==> src/rtl/anton_neopixel_sequencer.sv <==
// anton_neopixel_sequencer
// Timing/state sequencer feeding the NeoPixel bit-stream output stage.
// A prescaler turns the system clock into pattern-slot ticks. Each tick
// advances the slot/bit/pixel indices while transmitting. After a frame
// the line is held in the reset/latch state for RESET_TICKS slots.
// Optional feature macro: NEOPIXEL_FRAME_COUNTER_EN (16-bit completed-frame
// counter; without it frameCount is tied to zero).
// BUFFER_BITS must be at least 3 so the 32-bit pixel alignment bits exist.

`ifndef BUFFER_END_DEFAULT
`define BUFFER_END_DEFAULT 47
`endif
`ifndef ENUM_STATE_RESET
`define ENUM_STATE_RESET 1'b0
`endif
`ifndef ENUM_STATE_TRANSMIT
`define ENUM_STATE_TRANSMIT 1'b1
`endif
`ifndef CLOG2
`define CLOG2(x) $clog2(x)
`endif

module anton_neopixel_sequencer #(
  parameter int BUFFER_END  = `BUFFER_END_DEFAULT,
  parameter int CLK_DIVIDER = 5,
  parameter int RESET_TICKS = 400,
  localparam int BUFFER_BITS = `CLOG2(BUFFER_END + 1)
) (
  input  logic                   clk,
  input  logic                   syncReset,
  input  logic                   regCtrlRun,
  input  logic                   regCtrlLoop,
  input  logic                   regCtrl32bit,
  input  logic [BUFFER_BITS-1:0] regCtrlLimit,
  output logic                   state,
  output logic [BUFFER_BITS-1:0] pixelIndex,
  output logic [4:0]             pixelBitIndex,
  output logic [2:0]             bitPatternIndex,
  output logic                   frameDone,
  output logic [15:0]            frameCount
);

  typedef enum logic {
    stReset    = `ENUM_STATE_RESET,
    stTransmit = `ENUM_STATE_TRANSMIT
  } seqState_t;

  localparam int RC_BITS = $clog2(RESET_TICKS + 1);
  localparam logic [RC_BITS-1:0]     RC_LAST  = RC_BITS'(RESET_TICKS - 1);
  localparam logic [7:0]             DIV_LAST = 8'(CLK_DIVIDER - 1);
  localparam logic [BUFFER_BITS:0]   END_W    = (BUFFER_BITS + 1)'(BUFFER_END);
  localparam logic [BUFFER_BITS:0]   STEP32   = (BUFFER_BITS + 1)'(4);
  localparam logic [BUFFER_BITS:0]   STEP8    = (BUFFER_BITS + 1)'(1);

  seqState_t              fsm;
  logic [7:0]             divCnt;
  logic [RC_BITS-1:0]     resetCnt;
  logic                   doneFlag;
  logic                   sentFlag;

  logic                   tick;
  logic [BUFFER_BITS-1:0] limitEff;
  logic [BUFFER_BITS-1:0] baseIndex;
  logic [BUFFER_BITS:0]   nextIndex;
  logic                   lastPixel;
  logic                   reportFrame;

  assign state = fsm;

  // Next-pixel address and last-pixel decision for the pixel now finishing
  always_comb begin
    tick      = (divCnt == DIV_LAST);
    limitEff  = ({1'b0, regCtrlLimit} > END_W) ? END_W[BUFFER_BITS-1:0] : regCtrlLimit;
    baseIndex = regCtrl32bit ? {pixelIndex[BUFFER_BITS-1:2], 2'b00} : pixelIndex;
    nextIndex = {1'b0, baseIndex} + (regCtrl32bit ? STEP32 : STEP8);
    if (regCtrl32bit) begin
      lastPixel = (pixelIndex[BUFFER_BITS-1:2] == limitEff[BUFFER_BITS-1:2]);
    end else begin
      lastPixel = (pixelIndex == limitEff);
    end
    if (nextIndex > END_W) begin
      lastPixel = 1'b1;
    end
    reportFrame = regCtrlRun && tick && (fsm == stReset) && !doneFlag &&
                  (resetCnt == RC_LAST) && sentFlag;
  end

  // Prescaler, index walk and reset-period sequencing
  always_ff @(posedge clk) begin
    frameDone <= 1'b0;
    if (syncReset || !regCtrlRun) begin
      fsm             <= stReset;
      pixelIndex      <= '0;
      pixelBitIndex   <= '0;
      bitPatternIndex <= '0;
      resetCnt        <= '0;
      divCnt          <= '0;
      doneFlag        <= 1'b0;
      sentFlag        <= 1'b0;
    end else begin
      divCnt <= tick ? 8'd0 : divCnt + 8'd1;
      if (tick) begin
        case (fsm)
          stTransmit: begin
            if (bitPatternIndex != 3'd7) begin
              bitPatternIndex <= bitPatternIndex + 3'd1;
            end else begin
              bitPatternIndex <= 3'd0;
              if (pixelBitIndex != 5'd23) begin
                pixelBitIndex <= pixelBitIndex + 5'd1;
              end else begin
                pixelBitIndex <= 5'd0;
                if (lastPixel) begin
                  pixelIndex <= '0;
                  fsm        <= stReset;
                  resetCnt   <= '0;
                  sentFlag   <= 1'b1;
                end else begin
                  pixelIndex <= nextIndex[BUFFER_BITS-1:0];
                end
              end
            end
          end
          default: begin
            if (doneFlag) begin
              if (regCtrlLoop) begin
                doneFlag <= 1'b0;
                fsm      <= stTransmit;
              end
            end else if (resetCnt != RC_LAST) begin
              resetCnt <= resetCnt + 1'b1;
            end else begin
              frameDone <= sentFlag;
              if (regCtrlLoop || !sentFlag) begin
                fsm <= stTransmit;
              end else begin
                doneFlag <= 1'b1;
              end
            end
          end
        endcase
      end
    end
  end

`ifdef NEOPIXEL_FRAME_COUNTER_EN
  // Completed-frame counter, advanced alongside each frameDone pulse
  always_ff @(posedge clk) begin
    if (syncReset) begin
      frameCount <= 16'd0;
    end else if (reportFrame) begin
      frameCount <= frameCount + 16'd1;
    end
  end
`else
  assign frameCount = 16'd0;
  logic unusedReport;
  assign unusedReport = reportFrame;
`endif

endmodule

==> config.mk <==
export PLATFORM = sky130hd
export DESIGN_NAME = anton_neopixel_sequencer
export DESIGN_NICKNAME = d
export VERILOG_FILES = /design/src/rtl/anton_neopixel_sequencer.sv
export SDC_FILE = /design/constraint.sdc
export NUM_CORES = 1
export LEC_CHECK = 0
export BUFFER_PORTS_ARGS = -buffer_cell sky130_fd_sc_hd__buf_2
export CORE_UTILIZATION = 48
export DETAILED_ROUTE_END_ITERATION = 8
export GPL_TIMING_DRIVEN = 0
export PLACE_DENSITY = 0.84
export SLEW_MARGIN = 20
export SYNTH_ARGS = -nofsm -noshare
export SYNTH_HDL_FRONTEND = slang
export SYNTH_SLANG_ARGS = --single-unit
==> constraint.sdc <==
create_clock -name clk -period 2 [get_ports clk]
set_input_delay 0.3 -clock clk [delete_from_list [all_inputs] [get_ports clk]]
set_output_delay 0.3 -clock clk [all_outputs]
set_load 0.005 [all_outputs]
== Word level (Yosys, flattened, before mapping) ==
Cells that the tools add are included.
Widths: inputs -> output; s select.
Storage, ports and cells
  register bits after elaboration: 35
  latch bits: 0
  RAM bits: 0
  memory bits (read-only): 0
  output and inout port bits: 32
  word-level logic and storage cells: 69
  memories kept: 0
Operators by class
  add/sub/neg operators: 5
  $mul: 0
  divide/modulo/power cells: 0
  $lt $le $gt $ge: 2
  eq/ne operators: 10
  shift operators: 0
  muxes and demuxes: 26
  bitwise operators: 4
  reductions and logical operators: 13
Operator list (count)
  $mux 9: 6
  $mux 1: 14
  $mux 6: 2
  $add 9x1->9 const B: 1
  $ne 9x9->1 const B: 1
  $add 8x1->8 const B: 1
  $eq 8x3->1 const B: 1
  $add 6x3->7: 1
  $gt 7x6->1 const B: 1
  $eq 6x6->1: 1
  $gt 6x6->1 const B: 1
  $mux 3: 2
  $ne 2x2->1 const B: 3
  $reduce_and 6->1: 1
  $add 5x1->5 const B: 1
  $mux 5: 1
  $ne 5x5->1 const B: 1
  $reduce_and 5->1: 1
  $reduce_or 5->1: 1
  $eq 4x4->1: 1
  $not 1->1: 4
  $reduce_and 2->1: 2
  $reduce_and 4->1: 1
  $add 3x1->3 const B: 1
  8 further kinds: 10

== Longest topological paths before layout ==
  depth in word-level cells: 9
  depth in mapped cells: 10
  mapped depth without buffers: 9

== Worst setup path after synthesis ==
OpenSTA, ideal clock, no wires.
  path kind: reg2reg
  from: reg pixelIndex[1]
  to: reg resetCnt[7]
  setup time: 0.066 ns
  arrival time: 2.180 ns
  data required time: 1.934 ns
  slack: -0.246 ns
  cell stages (with the launch flop): 10
  clock period less this slack: 2.246 ns
  cells stage by stage: dfxtp_1 -> nor2b_1 -> ha_1 -> nor4b_1 -> a22o_1 -> a32oi_1 -> o31a_1 -> and2_4 -> or3_1 -> a21oi_2
Between the ends
  word-level cells in the longest chain between the ends: 6
  elaborated cells between the ends (all ways): 8
Ends and longest elaborated chain
  start: declaration: line 36  | output logic [BUFFER_BITS-1:0] pixelIndex,
  start signal: assignment: line 119  | pixelIndex <= nextIndex[BUFFER_BITS-1:0];
  $mux 2: line 74  | baseIndex = regCtrl32bit ? {pixelIndex[BUFFER_BITS-1:2], 2'b00} : pixelIndex;
  $add 6x3->7: line 75  | nextIndex = {1'b0, baseIndex} + (regCtrl32bit ? STEP32 : STEP8);
  $gt 7x6->1: line 81  | if (nextIndex > END_W) begin
  $mux 1 (*): line 81
  $ne 2x1->1 (no source line) (*)
  $reduce_and 6->1 (no source line) (*)
  end signal: assignment: line 131  | resetCnt <= resetCnt + 1'b1;
  end: declaration: line 57  | logic [RC_BITS-1:0] resetCnt;
Mark *: on every way between the ends. The rest lies on a longest branch, timed or not.
A chain may end at the register's enable or synchronous reset.

== Worst setup path after layout ==
  from: reg pixelIndex[3]
  to: reg resetCnt[7]
Between the ends
  word-level cells in the longest chain between the ends: 5
  elaborated cells between the ends (all ways): 8
Ends and longest elaborated chain (line)
  $add 6x3->7, or another cell as far along: 75
  $gt 7x6->1 or $mux 1 (tied branches): 81, 76
  $mux 1 (*): 81
  $ne 2x1->1 (no source line) (*)
  $reduce_and 6->1 (no source line) (*)
Marks and branches as above.

==> impl_results.md <==
- Result of the run: finished, violations left
- Failing checks: negative setup slack
- Fin util: between 70% and 80%
- Number of distinct library cells after synthesis: 50
- Top flip-flop cell by instance count after synthesis: sky130_fd_sc_hd__dfxtp_1
- WHS Path Cells: 3
- Rows: 22
- Final setup skew: 0.00836 ns
- Total internal power: roughly 0.0012 W
- Number of buffers inserted during clock tree synthesis: 5
- Sequential share of power: 44.3%
- Source of the worst hold timing path: regCtrlLoop
- Placeable Area: around 3800 sq um
- FF-to-FF Start: pixelIndex[3]
- Weighted congestion at the end of routability-driven global placement: 0.732
- Worst min-delay path category: in2reg
- Bufs on Longest Clock Path: 2
- Clock share of power: 48.6%
- Clock root buffer: sky130_fd_sc_hd__clkbuf_8
- Overflow after GRT: 0
- Minimum period implied by the final worst setup slack: between 2 and 2.5 ns
- Clock transition at path regs: around 0.07 ns
- Worst EP arrival: 2.42 ns
- Yosys top cell by area: sky130_fd_sc_hd__dfxtp_1
- Count of mapped cells out of synthesis: 231
- Per-cell via count in the routed design: ~5.2
- Wire length of the first global-routing pass: 7170 um
- Share of the clock period used by the worst path: 109%
- Via count of the first global-routing pass: approximately 1.6k
- Combinational cell fraction of total power: under 10%
- Final HPWL from detailed placement: ~2900 um
- Share of the yosys chip area belonging to registers: approximately 36%
- Number of flops mapped to enable cells by yosys: 0
- Horiz. Die Dim: 65.8 um
- Area contributors post-synth: sky130_fd_sc_hd__dfxtp_1 (36%), sky130_fd_sc_hd__buf_4 (6.2%), sky130_fd_sc_hd__nor2_1 (6.2%)
- Unrepaired setup endpoints after global routing: yes
- Number of remaining DRC errors: 0
- End of the worst register-to-register path: resetCnt[7]
- Switching Fraction: roughly 21%
- Overall routing resource usage: 21.7%
- DRC violation total after the first TritonRoute iteration: approximately 120
- Total of fill cells in the finished design: roughly 280
- Number of antenna violations at the first check in global routing: 0
- Share of cells above drive strength 1: 37.8%
- Worst IR drop on VDD: 462 uV
- Area fraction of the dominant cell type after synthesis: 35.9%
- Slack of the critical path: -0.188 ns
- Minimum setup slack among reg-to-reg paths: -0.19 ns
- Detailed-route via count: between 1.5k and 2k
- Fmax: approximately 460 MHz
- Critical path capture point type: flop
- Max Transition Viols Final: 0
- Dpl cell area: 2220 sq um
- Req. time, crit path: approximately 2.2 ns
- Antenna Violating Nets Remaining: 0
- Final Hold Fails: 0
- Clock latency of the later-clocked register in the worst-skew pair: 0.29 ns
- Sink of the worst hold path: doneFlag
- Smallest hold slack: around 0.34 ns
- Worst Path Class, Setup: reg2reg
- Detailed Route WL: between 4000 and 5000 um
- Synthesis-to-finish area growth: 36.3%
- Most numerous cell types in the synthesized netlist: sky130_fd_sc_hd__dfxtp_1 (35), sky130_fd_sc_hd__nor2_1 (32), sky130_fd_sc_hd__nand2_1 (20), sky130_fd_sc_hd__buf_4 (16)
- First-pass iteration count of the detailed router: 4
- Antenna Cells: 0
- Die area: approximately 4300 sq um
- Worst Reg2Reg Path Length in Cells: 8
- Number of warnings reported in the yosys synthesis log: 0
- Per-instance average area after synthesis: around 8.4 sq um
- I/O pin total: between 40 and 50
- Net count reported at finish: 314
- Pin count of the biggest net entering global routing: 13
- DR WL/cell: between 10 and 15 um
- Cell with the most instances after synthesis: sky130_fd_sc_hd__dfxtp_1
- Count of final setup violators: 16
- CTS tree: yes
- Total power: between 0.0015 and 0.002 W
- Area of all placed cells without fillers: 2660 sq um
- Synth Register Bits: 35
- Count of H-tree levels built during CTS: 2
- Die height: 65.8 um
- Net switching power: between 0.0003 and 0.0004 W
- Max-cap violation count: 0
- Synth async-reset ratio: 0%
- Critical Path Start Type: flop
- Number of buffers inserted by port buffering: 26
- Synthesized cell area: just under 2000 sq um
- Total power per unit cell area: 592 nW/um^2
- Effective utilization at floorplan: roughly half
- Leakage power: approximately 1.1 nW
- CTS Sinks: 35
- Biggest fanout along the worst timing path: 8
==> power groups by stage <==
stage / combinational [W] / sequential (W) / clock (W)
floorplan: 0.0000616 / 0.000717 / 0
global placement: 0.0000832 / 0.000717 / 0
detailed placement: 0.0000844 / 0.000717 / 0
CTS: 0.000107 / 0.000697 / 0.000766
global route: 0.000122 / 0.000698 / 0.000808
finish: 0.000112 / 0.000698 / 0.000765
==> timing repair <==
| action | in CTS | in global routing |
|---|---|---|
| endpoints found under the setup margin | 18 | 18 |
| gates resized for setup | 41 | 6 |
| pin swaps | 19 | 2 |
| setup buffers | 14 | 2 |
| hold buffers | 0 | 0 |
| cloned | 1 | 0 |
==> how the worst max path moves through the flow <==
stage	from	endpoint	cells past startpoint
final	pixelIndex[3]	resetCnt[7]	8
after global routing	divCnt[0]	resetCnt[7]	9
after CTS	divCnt[0]	resetCnt[7]	9
after detailed placement	divCnt[0]	resetCnt[7]	9
after global placement	regCtrl32bit	resetCnt[7]	9
after floorplan	pixelIndex[1]	resetCnt[7]	9
==> layout by cell type (no fill, tap or decap), drive strengths merged, types with 2 or more instances in the layout <==
master  count
a211o       2
a21boi      3
a21oi      16
and3        8
buf        61
bufinv      2
clkbuf      6
conb       16
dfxtp      35
ha          8
inv         5
nand2      20
nand3      15
nor2       32
nor2b       4
nor3        3
nor4b       4
o21ai       4
or2         2
or3         3
or4         2
xnor2       9
xor2       13
==> cell type report <==
class	count	area, sq um	share of cell area, %
Clock buffer	5	68.8	2.59
Buffer	19	146	5.50
Tap cell	48	60.1	2.26
Clock inverter	3	67.6	2.54
Inverter	5	21.3	0.799
Sequential cell	35	717	26.9
Multi-Input combinational cell	186	1320	49.4
Timing Repair Buffer	43	265	9.97
==> worst max-delay path, cell delays in order (launching register included) <==
cell,delay (ns)
sky130_fd_sc_hd__dfxtp_1,0.32
sky130_fd_sc_hd__buf_6,0.14
sky130_fd_sc_hd__xor2_1,0.15
sky130_fd_sc_hd__or4_4,0.49
sky130_fd_sc_hd__a21oi_4,0.26
sky130_fd_sc_hd__nand3_4,0.16
sky130_fd_sc_hd__and2_4,0.18
sky130_fd_sc_hd__or3_4,0.32
sky130_fd_sc_hd__a21oi_2,0.11
==> per-layer routing <==
layer	GRT usage [%]	wire, um	vias to the layer above
met4	7.07	57	0
met2	36.9	2220	44
met3	5.34	213	8
met1	26.5	1950	830
met5	0	0	-
li1	-	-	900
==> kinds of logic (layout without fill, tap and decap cells) <==
logic type               count (synthesis)  count (layout)  share of synthesized area [%]
AND/OR/NAND/NOR                        102             102                           27.6
AO/OA/AOI/OAI                           37              37                           12.5
flip-flops                              35              35                           35.9
buffers and inverters                   25              75                           8.33
XOR/XNOR                                22              22                           9.87
adder cells (fa/ha/maj)                  8               8                           5.13
other                                    1              16                          0.192
multiplexers                             1               1                          0.513
==> state kept, by name, summed over array words and instances (netlist names) <==
name             count
pixelIndex           6
pixelBitIndex        5
state                1
resetCnt             9
doneFlag             1
divCnt               8
bitPatternIndex      3
frameDone            1
sentFlag             1
==> per-stage QoR <==
| stage | setup TNS (ns) | setup slack (ns) | std cells |
|---|---|---|---|
| after floorplan | -0.230 | -0.127 | 246 |
| after global placement | -4.13 | -0.320 | 320 |
| after detailed placement | -4.46 | -0.345 | 320 |
| after CTS | -1.25 | -0.201 | 342 |
| after global routing | -3.08 | -0.265 | 344 |
| final | -1.48 | -0.188 | 344 |
No activity file was read; power rests on OpenSTA's default activity.
